`src/rtl/uart_rx_packet_ctrl.sv`:
```
// uart_rx_packet_ctrl: turns the UART byte stream into framed packets
// [SOF][LEN][PAYLOAD x LEN][CSUM]. It checks the length and the checksum,
// buffers the payload and offers it through a show-ahead read port.
// Optional build macro: UART_RX_PKT_TIMEOUT_EN adds an inter-byte timeout
// (err_code 5) while a packet is being received.
module uart_rx_packet_ctrl #(
  parameter int unsigned MAX_LEN     = 16,
  parameter logic [7:0]  SOF_BYTE    = 8'h7E,
  parameter int unsigned TIMEOUT_CYC = 104160
) (
  input  logic       CLOCK_50,
  input  logic       reset,
  input  logic [7:0] rx_data,
  input  logic       rx_valid,
  input  logic       rx_frame_err,
  input  logic       pkt_rd_en,
  output logic [7:0] pkt_data,
  output logic [4:0] pkt_len,
  output logic       pkt_ready,
  output logic       pkt_err,
  output logic [2:0] err_code,
  output logic       busy
);

  localparam int unsigned LEN_W = $clog2(MAX_LEN + 1);
  localparam int unsigned PTR_W = $clog2(MAX_LEN);

  localparam logic [2:0] E_LEN   = 3'd1;
  localparam logic [2:0] E_CSUM  = 3'd2;
  localparam logic [2:0] E_OVR   = 3'd3;
  localparam logic [2:0] E_FRAME = 3'd4;
  localparam logic [2:0] E_TMO   = 3'd5;

  typedef enum logic [2:0] {
    S_IDLE, S_LEN, S_PAYLOAD, S_CSUM, S_READY
  } state_t;

  state_t             r_state, w_state_nxt;
  logic [LEN_W-1:0]   r_len, w_len_nxt;
  logic [LEN_W-1:0]   r_wr_ptr, w_wr_nxt;
  logic [LEN_W-1:0]   r_rd_ptr, w_rd_nxt;
  logic [7:0]         r_sum, w_sum_nxt;
  logic [7:0]         w_sum_add;
  logic               w_buf_we;
  logic               w_err_set;
  logic [2:0]         w_err_code;
  logic               w_active;
  logic               w_tmo_hit;
  logic [7:0]         r_buf [MAX_LEN];

  assign w_active  = (r_state == S_LEN) || (r_state == S_PAYLOAD) || (r_state == S_CSUM);
  assign w_sum_add = r_sum + rx_data;

`ifdef UART_RX_PKT_TIMEOUT_EN
  localparam int unsigned TMO_W = $clog2(TIMEOUT_CYC + 1);
  logic [TMO_W-1:0] r_tmo_cnt;

  assign w_tmo_hit = w_active && !rx_valid && (r_tmo_cnt == TMO_W'(TIMEOUT_CYC - 1));

  // Inter-byte idle counter; only runs while a packet is in flight
  always_ff @(posedge CLOCK_50 or posedge reset) begin
    if (reset)                                  r_tmo_cnt <= '0;
    else if (!w_active || rx_valid || w_tmo_hit) r_tmo_cnt <= '0;
    else                                        r_tmo_cnt <= r_tmo_cnt + TMO_W'(1);
  end
`else
  assign w_tmo_hit = 1'b0;
  if (TIMEOUT_CYC == 0) begin : g_tmo_unused
  end
`endif

  // Next-state, datapath updates and error reporting
  always_comb begin
    w_state_nxt = r_state;
    w_len_nxt   = r_len;
    w_wr_nxt    = r_wr_ptr;
    w_rd_nxt    = r_rd_ptr;
    w_sum_nxt   = r_sum;
    w_buf_we    = 1'b0;
    w_err_set   = 1'b0;
    w_err_code  = err_code;
    if (w_active && rx_frame_err) begin
      w_err_set   = 1'b1;
      w_err_code  = E_FRAME;
      w_state_nxt = S_IDLE;
    end else if (w_tmo_hit) begin
      w_err_set   = 1'b1;
      w_err_code  = E_TMO;
      w_state_nxt = S_IDLE;
    end else begin
      case (r_state)
        S_IDLE: begin
          if (rx_valid && !rx_frame_err && (rx_data == SOF_BYTE)) w_state_nxt = S_LEN;
        end
        S_LEN: begin
          if (rx_valid) begin
            if ((rx_data == 8'd0) || (rx_data > 8'(MAX_LEN))) begin
              w_err_set   = 1'b1;
              w_err_code  = E_LEN;
              w_state_nxt = S_IDLE;
            end else begin
              w_len_nxt   = LEN_W'(rx_data);
              w_wr_nxt    = '0;
              w_sum_nxt   = '0;
              w_state_nxt = S_PAYLOAD;
            end
          end
        end
        S_PAYLOAD: begin
          if (rx_valid) begin
            w_buf_we  = 1'b1;
            w_sum_nxt = w_sum_add;
            w_wr_nxt  = r_wr_ptr + LEN_W'(1);
            if (r_wr_ptr == r_len - LEN_W'(1)) w_state_nxt = S_CSUM;
          end
        end
        S_CSUM: begin
          if (rx_valid) begin
            if (w_sum_add == 8'd0) begin
              w_rd_nxt    = '0;
              w_state_nxt = S_READY;
            end else begin
              w_err_set   = 1'b1;
              w_err_code  = E_CSUM;
              w_state_nxt = S_IDLE;
            end
          end
        end
        S_READY: begin
          if (pkt_rd_en) begin
            w_rd_nxt = r_rd_ptr + LEN_W'(1);
            if (r_rd_ptr == r_len - LEN_W'(1)) w_state_nxt = S_IDLE;
          end
          if (rx_valid && !rx_frame_err) begin
            w_err_set  = 1'b1;
            w_err_code = E_OVR;
          end
        end
        default: w_state_nxt = S_IDLE;
      endcase
    end
  end

  // State, pointers, checksum and error registers
  always_ff @(posedge CLOCK_50 or posedge reset) begin
    if (reset) begin
      r_state  <= S_IDLE;
      r_len    <= '0;
      r_wr_ptr <= '0;
      r_rd_ptr <= '0;
      r_sum    <= '0;
      pkt_err  <= 1'b0;
      err_code <= 3'd0;
    end else begin
      r_state  <= w_state_nxt;
      r_len    <= w_len_nxt;
      r_wr_ptr <= w_wr_nxt;
      r_rd_ptr <= w_rd_nxt;
      r_sum    <= w_sum_nxt;
      pkt_err  <= w_err_set;
      err_code <= w_err_code;
    end
  end

  // Payload buffer; contents are only visible through the READY gating below
  always_ff @(posedge CLOCK_50) begin
    if (w_buf_we) r_buf[r_wr_ptr[PTR_W-1:0]] <= rx_data;
  end

  assign pkt_ready = (r_state == S_READY);
  assign busy      = (r_state != S_IDLE);
  assign pkt_len   = pkt_ready ? 5'(r_len) : 5'd0;
  assign pkt_data  = pkt_ready ? r_buf[r_rd_ptr[PTR_W-1:0]] : 8'd0;

endmodule

```
`config.mk`:
```
export PLATFORM = sky130hd
export DESIGN_NAME = uart_rx_packet_ctrl
export DESIGN_NICKNAME = d
export VERILOG_FILES = /design/src/rtl/uart_rx_packet_ctrl.sv
export SDC_FILE = /design/constraint.sdc
export NUM_CORES = 1
export LEC_CHECK = 0
export BUFFER_PORTS_ARGS = -buffer_cell sky130_fd_sc_hd__buf_2
export CAP_MARGIN = 20
export CORE_ASPECT_RATIO = 0.8
export CORE_UTILIZATION = 25
export CTS_CLUSTER_DIAMETER = 60
export CTS_CLUSTER_SIZE = 16
export DETAILED_ROUTE_END_ITERATION = 10
export HOLD_SLACK_MARGIN = 0.08
export SLEW_MARGIN = 0
export SYNTH_ARGS = -nofsm -noshare
export SYNTH_HDL_FRONTEND = slang
export SYNTH_SLANG_ARGS = --single-unit
```
`constraint.sdc`:
```
create_clock -name CLOCK_50 -period 7.8 [get_ports CLOCK_50]
set_input_delay 0 -clock CLOCK_50 [delete_from_list [all_inputs] [get_ports CLOCK_50]]
set_output_delay 0 -clock CLOCK_50 [all_outputs]
set_load 0.02 [all_outputs]
```
==> flow_summary.ini <==
[outcome]
status = finished, final reports clean

[sta]
final.period_utilization_pct = 38.0
slew_headroom_pct = 34.3
fmax_mhz = 337
hold_viol = 0
rsz0062_at_grt = false
worst_pin_slew_ps = 982
fin_worst_skew_ps = 6.63
tns_ps = 0
setup_viol = 0
period_minus_slack_ps = 2970
slew_violations = 0

[die]
num_rows = 54
dieHeight_um = 152
die_w_um = 189
core_area_mm2 = 0.0274
fp.dieArea_mm2 = 0.0287
start_util_pct = 25.6
io_pins = 32

[setup_path]
cp_top_family = compound AO/OA/AOI/OAI gates
path_class = in -> reg
cp-start-kind = input port
crit_buf_inv = 2
worstSetupEndpointType = flop
rrSetupSlack_ps = 4900
cpPeakStageDelay_ps = 540
crit_fanout = 20
path_cells = dlygate4sd3_1, buf_2, ha_1, fa_1, a211oi_1, o21ba_2, o221ai_1, or4_4, o211ai_2, a31oi_1
rr_endpoint = r_rd_ptr[0]$_DFFE_PP0P_
crit_required_ps = 8060
cp.arrival_ps = 3230
slowest_stage = dlygate4sd3_1
r2r-start = r_sum[0]$_DFFE_PP0P_
r2r_cells = 8

[layout]
final_layout_size_suffix_gt1_share_pct = 25.0
nets = 514
final_util_pct = 30.3
synthToLayoutAreaGrowth_pct = 18.3
num_antenna_cells = 0

[power_and_ir_drop]
p_leak_nw = 2.84
ir_worst_vdd_v = 0.000170
pwr_density_cell_mw_per_mm2 = 264

[global_route]
grt_pass1_wl_um = 24300
grt_overflow = 0
gr-usage-all-layers_pct = 11.7
antenna_found_initial = 0
grt_start_max_net_pins = 38
grt_pass1_vias = 4109

[worst_hold_path]
hp-class = in -> async

[synth]
syn-cell-area_mm2 = 0.00700
netlist_instances = 436
ys.flop_type = edfxtp_1
synth_top_cell_area_share_pct = 54.9
ys_seq_area_share_pct = 65.6
yosys.area.top_type = edfxtp_1
async_flop_share_pct = 19.0
synth-seq-cells = 158
synth_edf_count = 128
synth.distinct_cells = 59
yosysWarnings = 0
avgSynthCellArea_um2 = 16.1
syn_nets = 463
synth_area_leaders = edfxtp_1 (55%), mux4_2 (13%), dfrtp_1 (11%)

[run]
drv_cap = 0

[clock_tree]
cts_tree = yes
cts_buffers = 17
clock_path_buffers = 2
post_cts_buffers = 0
cts.htree.levels = 4
cts_root_buf = clkbuf_16
cts_hold_buf = 12
clock-sinks = 158
cts.clk_slew.worst_paths_ps = 70
cts_resized = 0
clock_latency_ps = 430

[placement]
finalWeightedCongestion = 0.830
detailed_place_hpwl_um = 10500
port_buffers = 31

[drt]
routed_wl_um = 16000
wl_per_cell_um = 18.6
ant_nets = 0
drt_first_pass_iters = 5
vias = 4006
drt-initial-drc-count = 384
avgViaCountPerCell = 4.64
drc = 0
-- layout by cell type (no fill, tap or decap), types with 8 or more instances in the layout --
cell type / instances
edfxtp_1: 128
dfrtp_1: 29
mux4_2: 40
nor2_1: 28
nand2_1: 27
ha_1: 13
dlygate4sd3_1: 12
buf_2: 33
a21oi_1: 9
o21ai_0: 16
xnor2_1: 13
clkbuf_16: 17
xor2_1: 8
inv_1: 14
and2_1: 13
nor3_1: 12
-- stage by stage --
stage	hold WS, ps	std cells	total power [mW]	setup WS [ps]	cell area [um^2]
after floorplan	90.8	436	1.31	5270	7000
after detailed placement	111	819	1.41	4780	7590
after global placement	119	816	1.39	4810	7570
after global routing	235	864	2.28	4650	8280
final	190	864	2.19	4830	8280
after CTS	198	863	2.20	4760	8270
-- per-layer routing --
layer	routed length (um)	share of wire, %	global-route usage [%]	up-vias
met2	7500	47	18.4	112
met5	0	0	0	-
met4	102	0.64	3.27	0
met1	7400	46	15.5	2084
met3	1040	6.5	3.80	10
li1	-	-	-	1800
-- area by class of cell --
type	instances	area, um^2
fill	2698	19100
sequential	158	4600
timing repair buffer	53	345
tap	364	455
multi-input combinational	242	2260
inverter	15	56.3
clock inverter	15	138
clock buffer	17	425
-- registers in the layout, indices dropped and copies added, names as in the netlist --
signal    count
err_code      3
r_sum         8
r_len         5
pkt_err       1
r_buf       128
r_state       3
r_wr_ptr      5
r_rd_ptr      5
-- cells by family (layout without fill, tap and decap cells) --
group	count (synthesis)	after routing	share of synthesized area (%)
flip-flops	158	158	65.6
multiplexers	44	44	13.5
XOR/XNOR	21	21	2.63
AND/OR/NAND/NOR	105	105	7.72
AO/OA/AOI/OAI	58	58	5.88
buffers and inverters	36	100	2.04
adder cells (fa/ha/maj)	14	14	2.61
-- cell usage after synthesis (2+ instances only) --
| cell | number |
|---|---|
| buf_2 | 6 |
| xnor2_1 | 13 |
| or3_1 | 2 |
| nand3_1 | 3 |
| o21ba_2 | 2 |
| dfrtp_1 | 30 |
| xor2_1 | 8 |
| nand2_1 | 27 |
| mux4_2 | 40 |
| nor2_1 | 28 |
| ha_1 | 13 |
| and2_1 | 13 |
| edfxtp_1 | 128 |
| nor3b_1 | 2 |
| a21oi_1 | 9 |
| a211oi_1 | 3 |
| a2bb2oi_1 | 3 |
| mux2_2 | 3 |
| a22o_1 | 2 |
| nand4_1 | 3 |
| nand2b_1 | 3 |
| o21ai_0 | 16 |
| nor3_1 | 12 |
| inv_1 | 14 |
| nor2b_1 | 2 |
| clkbuf_1 | 15 |
| o31ai_1 | 3 |
| o32ai_1 | 2 |
-- worst reg2reg max path, stage by stage (launching register included) --
cell	delay, ps
dfrtp_1	390
ha_1	220
fa_1	420
a211oi_1	400
o21ba_2	230
o221ai_1	130
or4_4	480
o211ai_2	330
a31oi_1	150
-- power by group --
group	internal [mW]	total (mW)	switching, mW
logic	0.158	0.372	0.215
clock network	0.443	0.789	0.345
registers	0.968	1.03	0.0599
-- how the worst max path moves through the flow --
stage	from	endpoint	slack (ps)	cells past startpoint
floorplan	r_state[2]$_DFFE_PP0P_	r_buf[2][0]$_DFFE_PP_	5270	7
global placement	r_state[1]$_DFFE_PP0P_	r_buf[2][3]$_DFFE_PP_	4810	4
detailed placement	r_state[2]$_DFFE_PP0P_	r_buf[3][1]$_DFFE_PP_	4780	4
CTS	r_state[1]$_DFFE_PP0P_	r_buf[3][1]$_DFFE_PP_	4760	4
global route	r_state[1]$_DFFE_PP0P_	r_wr_ptr[4]$_DFFE_PP0P_	4650	6
finish	rx_data[0]	r_rd_ptr[0]$_DFFE_PP0P_	4830	10
No activity file was read; power rests on OpenSTA's default activity.
